[config.mk]
export PLATFORM = sky130hd
export DESIGN_NAME = regfile_scoreboard
export DESIGN_NICKNAME = d
export VERILOG_FILES = /design/src/rtl/regfile_pkg.sv /design/src/rtl/regfile_read_port.sv /design/src/rtl/regfile_scoreboard.sv
export SDC_FILE = /design/constraint.sdc
export NUM_CORES = 2
export LEC_CHECK = 0
export CAP_MARGIN = 10
export CORE_MARGIN = 2
export CORE_UTILIZATION = 24
export CTS_CLUSTER_SIZE = 8
export DETAILED_ROUTE_END_ITERATION = 8
export PLACE_DENSITY = 0.42
export REMOVE_ABC_BUFFERS = 1
export SLEW_MARGIN = 20
export SYNTH_ARGS = -nofsm -noshare
export SYNTH_HDL_FRONTEND = slang
export SYNTH_SLANG_ARGS = --single-unit
[constraint.sdc]
create_clock -name clock -period 5.8 [get_ports clock]
set_clock_uncertainty 0.2 [all_clocks]
set_input_delay 1.16 -clock clock [delete_from_list [all_inputs] [get_ports clock]]
set_output_delay 1.16 -clock clock [all_outputs]
set_load 0.02 [all_outputs]
[src/rtl/regfile_pkg.sv]
// Shared constants and helpers for the register file with pending-write scoreboard.
package regfile_pkg;

    localparam int unsigned XLEN_DEF  = 32;
    localparam int unsigned NREGS_DEF = 32;
    // Widest busy vector popcount() accepts; larger NREGS would be truncated.
    localparam int unsigned MAX_REGS  = 256;

    function automatic int unsigned addr_width(input int unsigned n);
        return (n < 2) ? 1 : $clog2(n);
    endfunction

    function automatic int unsigned popcount(input logic [MAX_REGS-1:0] v);
        int unsigned c;
        c = 0;
        for (int unsigned i = 0; i < MAX_REGS; i++) begin
            c += {31'b0, v[i]};
        end
        return c;
    endfunction

endpackage

[src/rtl/regfile_read_port.sv]
// One combinational read port: zero-register, write bypass and busy masking.
module regfile_read_port
#(
    parameter int unsigned XLEN     = 32,
    parameter int unsigned AW       = 5,
    parameter int unsigned BYPASS   = 1,
    parameter int unsigned ZERO_REG = 1
)
(
    input  logic [AW-1:0]   rdAddr,
    input  logic [XLEN-1:0] regData,
    input  logic            regBusy,
    input  logic            wrEn,
    input  logic [AW-1:0]   wrAddr,
    input  logic [XLEN-1:0] wrData,
    output logic [XLEN-1:0] rdData,
    output logic            rdBusy
);

    always_comb begin
        rdData = regData;
        rdBusy = regBusy;
        if (ZERO_REG != 0 && rdAddr == '0) begin
            rdData = '0;
            rdBusy = 1'b0;
        end else if (BYPASS != 0 && wrEn && wrAddr == rdAddr) begin
            // A same-cycle issue to this register only shows as busy next cycle.
            rdData = wrData;
            rdBusy = 1'b0;
        end
    end

endmodule

[src/rtl/regfile_scoreboard.sv]
// Parametrised register file with N read ports, write bypass and pending-write scoreboard.
module regfile_scoreboard
    import regfile_pkg::*;
#(
    parameter int unsigned XLEN     = XLEN_DEF,
    parameter int unsigned NREGS    = NREGS_DEF,
    parameter int unsigned NREAD    = 2,
    parameter int unsigned BYPASS   = 1,
    parameter int unsigned ZERO_REG = 1,
    localparam int unsigned AW      = addr_width(NREGS),
    localparam int unsigned CW      = $clog2(NREGS + 1)
)
(
    input  logic                  clock,
    input  logic                  reset,
    input  logic                  wrEn,
    input  logic [AW-1:0]         wrAddr,
    input  logic [XLEN-1:0]       wrData,
    input  logic                  issueEn,
    input  logic [AW-1:0]         issueAddr,
    input  logic                  flush,
    input  logic [NREAD*AW-1:0]   rdAddr,
    output logic [NREAD*XLEN-1:0] rdData,
    output logic [NREAD-1:0]      rdBusy,
    output logic [CW-1:0]         busyCount
);

    logic [XLEN-1:0]  regs [NREGS];
    logic [NREGS-1:0] busy;
    logic [NREGS-1:0] busy_nxt;
    logic             wr_ok;
    logic             issue_ok;

    // Gating with reset keeps the bypass path quiet while reset is asserted.
    assign wr_ok    = reset && wrEn    && !(ZERO_REG != 0 && wrAddr    == '0);
    assign issue_ok = reset && issueEn && !(ZERO_REG != 0 && issueAddr == '0);

    always_comb begin
        busy_nxt = busy;
        if (wr_ok) begin
            busy_nxt[wrAddr] = 1'b0;
        end
        if (flush) begin
            busy_nxt = '0;
        end else if (issue_ok) begin
            busy_nxt[issueAddr] = 1'b1;
        end
    end

    always_ff @(posedge clock or negedge reset) begin
        if (!reset) begin
            for (int unsigned i = 0; i < NREGS; i++) begin
                regs[i] <= '0;
            end
            busy      <= '0;
            busyCount <= '0;
        end else begin
            if (wr_ok) begin
                regs[wrAddr] <= wrData;
            end
            busy      <= busy_nxt;
            busyCount <= CW'(popcount(MAX_REGS'(busy_nxt)));
        end
    end

    for (genvar g = 0; g < NREAD; g++) begin : g_rd
        logic [AW-1:0] addr;
        assign addr = rdAddr[g*AW +: AW];

        regfile_read_port #(
            .XLEN     (XLEN),
            .AW       (AW),
            .BYPASS   (BYPASS),
            .ZERO_REG (ZERO_REG)
        ) u_port (
            .rdAddr  (addr),
            .regData (regs[addr]),
            .regBusy (busy[addr]),
            .wrEn    (wr_ok),
            .wrAddr  (wrAddr),
            .wrData  (wrData),
            .rdData  (rdData[g*XLEN +: XLEN]),
            .rdBusy  (rdBusy[g])
        );
    end

endmodule

==> flow_metrics.py <==
metrics = {
    "clock_network": {
        "path_clk_slew_ns": 0.05,
        "cts_root_buf": "clkbuf_16",
        "cts_tree": "done",
        "clock_latency_ns": 0.79,
        "clockBufferDepth": 3,
        "h-tree-depth": 4,
        "cts.sinks": 1062,
        "cts_buffers": 152,
    },
    "synthesis": {
        "yosysSeqAreaShare": 0.458,
        "synth_warnings": 0,
        "netlist_area_sq_mm": 0.0580,
        "ys_types": 59,
        "yosysTopAreaCell": "dfrtp_1",
        "syn_avg_cell_area_sq_um": 14.2,
        "synth_top_area_share": 0.458,
        "async_flop_share": 1.00,
        "synth-main-ff-cell": "dfrtp_1",
        "synth_cells": 4077,
        "ys_ff_latch": 1062,
        "synth_edf_count": 0,
        "synth_top_cells_by_area": "dfrtp_1 (46%), mux2_2 (20%), mux4_2 (15%), mux2i_1 (5.2%), clkbuf_1 (1.8%)",
    },
    "power_and_ir_drop": {
        "total_power_mw": 20.8,
        "pwr_density_cell_mw_per_mm2": 301,
        "power_leakage_nw": 30.4,
        "vdd_drop_max_mv": 0.254,
    },
    "drt": {
        "routed_wl_microns": 225000,
        "antenna_left": 0,
        "vias_per_cell": 5.19,
        "firstDrtPassIters": 6,
        "post_drt_wl_per_cell_microns": 30.2,
        "route.detailed.drc": 0,
        "drt-initial-drc-count": 2496,
        "vias": 38700,
    },
    "cells_and_area": {
        "final_layout_size_suffix_gt1_frac": 0.481,
        "synthToLayoutAreaGrowth_pct": 19.2,
        "mostFrequentLayoutCell": "dfrtp_1",
        "fin_util": 0.288,
        "seqCellArea_sq_mm": 0.0266,
        "nFillCells": 24300,
        "final_cell_mix": "dfrtp_1 (1,062), mux2_2 (1,032), mux4_2 (399), buf_4 (302), mux2i_1 (301)",
        "nets": 4340,
        "final_cell_count_no_fill": 7461,
        "multiInputGateArea_sq_mm": 0.0296,
    },
    "setup_path": {
        "start_kind": "input pin",
        "critPathMaxFanout": 4,
        "reg2reg_to": "busyCount[4]$_DFF_PN0_",
        "r2r_setup_slack_ns": 0.62,
        "arrival_ns": 6.20,
        "crit_required_ns": 6.30,
        "ff2ff_path_depth": 18,
        "critPathCaptureType": "flop",
        "rr_startpoint": "busy[27]$_DFF_PN0_",
        "worstSetupPathType": "in2reg",
    },
    "hold_path": {
        "hp-class": "in2async",
    },
    "grt": {
        "grt_pass1_vias": 40600,
        "grt_use_total": 0.182,
        "grt_pass1_wl_microns": 321000,
        "antenna_found_initial": 6,
        "grt-ovfl-total": 0,
        "grt_max_degree": 126,
    },
    "sta": {
        "max-slew-margin-rel": 0.242,
        "final.min_clock_period_ns": 5.69,
        "finalSetupViolCount": 0,
        "fin_crit_sh": 0.981,
        "fmax_mhz": 176,
        "slew_violations": 0,
        "worstMarginPinSlew_ns": 1.14,
        "grt_setup_unrepaired": "yes",
        "final-hold-violation-count": 0,
    },
    "floorplanning": {
        "fp.dieH_microns": 496,
        "core_sq_mm": 0.241,
        "initial_core_util": 0.241,
        "rows": 180,
        "die_area_sq_mm": 0.246,
        "die_w_microns": 496,
        "ios": 129,
    },
    "place": {
        "dp_cells": 7274,
        "port_buffers": 128,
        "post-dp-hpwl_microns": 136000,
        "place.gp.congestion": 0.819,
    },
    "outcome": {
        "status": "complete, no violations",
    },
    "run": {
        "cap_violations": 0,
    },
}
cell type report:
cell class                 instances  area share
multi-input combinational       2508       0.428
sequential                      1062       0.384
timing repair buffer             484      0.0684
tap                             3185      0.0576
clock buffer                     160      0.0557
clock inverter                    16     0.00391
inverter                          44     0.00239
antenna                            2   0.0000724
how the worst max path moves through the flow:
stage,start,end,cells after the start
floorplan,wrAddr[0],busyCount[4]$_DFF_PN0_,18
global placement,issueEn,busyCount[4]$_DFF_PN0_,22
detailed placement,wrEn,busyCount[4]$_DFF_PN0_,22
CTS,wrAddr[0],busyCount[4]$_DFF_PN0_,20
global route,issueEn,busyCount[4]$_DFF_PN0_,22
finish,issueEn,busyCount[4]$_DFF_PN0_,22
synth_stat cells, types with 5 or more instances:
master,count
a2111oi_0,16
a211o_1,17
a211oi_1,47
a21o_1,16
a21oi_1,59
a221o_1,37
a221oi_1,48
a22oi_1,57
a32o_1,33
buf_1,39
buf_2,100
buf_4,41
buf_6,8
clkbuf_1,273
dfrtp_1,1062
fa_1,24
ha_1,7
inv_1,42
mux2_2,1032
mux2i_1,301
mux4_2,399
nand2_1,104
nand2b_1,15
nand3_1,17
nand3b_1,6
nand4_1,11
nor2_1,30
nor2b_1,21
nor3_1,20
nor3b_1,13
o21ai_0,21
o21bai_1,13
o221ai_1,31
o22ai_1,60
or4_1,8
xnor2_1,8
xor2_1,5
metrics by stage:
step	cell area [sq um]	setup TNS, ns	setup WS [ns]	hold WS (ns)
final	69200	0	0.108	0.188
after global routing	69200	-0.210	-0.0923	0.181
after CTS	69100	-0.209	-0.103	0.194
after detailed placement	64800	-14.92	-1.22	0.182
after global placement	64800	-13.57	-1.24	0.178
after floorplan	55900	-10.87	-2.04	0.165
per-layer routing:
layer,track usage,vias to the layer above,wire (microns)
met5,0,-,0
met2,0.291,1011,105000
met4,0.0492,0,5660
met3,0.0286,297,9950
met1,0.256,21400,105000
li1,-,16000,-
worst max-delay path, stage by stage:
cell	delay [ns]
clkdlybuf4s15_1	0.22
nand2_4	0.09
nor3b_4	0.21
buf_6	0.14
nand4_1	0.11
a21o_1	0.20
fa_1	0.47
fa_1	0.58
inv_1	0.06
fa_1	0.48
inv_1	0.05
fa_1	0.45
fa_1	0.49
inv_1	0.04
fa_1	0.48
ha_2	0.18
inv_2	0.04
fa_2	0.34
inv_2	0.05
a21o_1	0.12
a21oi_2	0.06
xnor2_1	0.17
where the power goes:
group | internal, mW | switching (mW) | total (mW)
clock network | 4.77 | 3.47 | 8.24
registers | 8.34 | 0.674 | 9.01
logic | 1.94 | 1.63 | 3.58
total | 15.1 | 5.77 | 20.8
kinds of logic (layout without fill, tap and decap cells):
kind of cell	after synthesis	in the layout	share of synthesized area
muxes	1732	1732	0.407
DFF	1062	1062	0.458
buffers and inverters	507	704	0.0389
AOI/OAI and AO/OA	461	461	0.0605
and+or+nand+nor	271	271	0.0237
adders and majority gates	31	31	0.00979
xor gates and xnor gates	13	13	0.00196
other	0	2	0
registers in the layout (all words and copies together), names as in the netlist:
name       flops
regs        1024
busyCount      6
busy          32
timing repair:
item / CTS / global route
gates resized for setup: 41 / 38
pin swaps: 7 / 8
setup endpoints to repair: 62 / 15
gates cloned: 1 / 0
setup buffers: 8 / 0
hold buffers: 0 / 0
No activity file was read; power rests on OpenSTA's default activity.
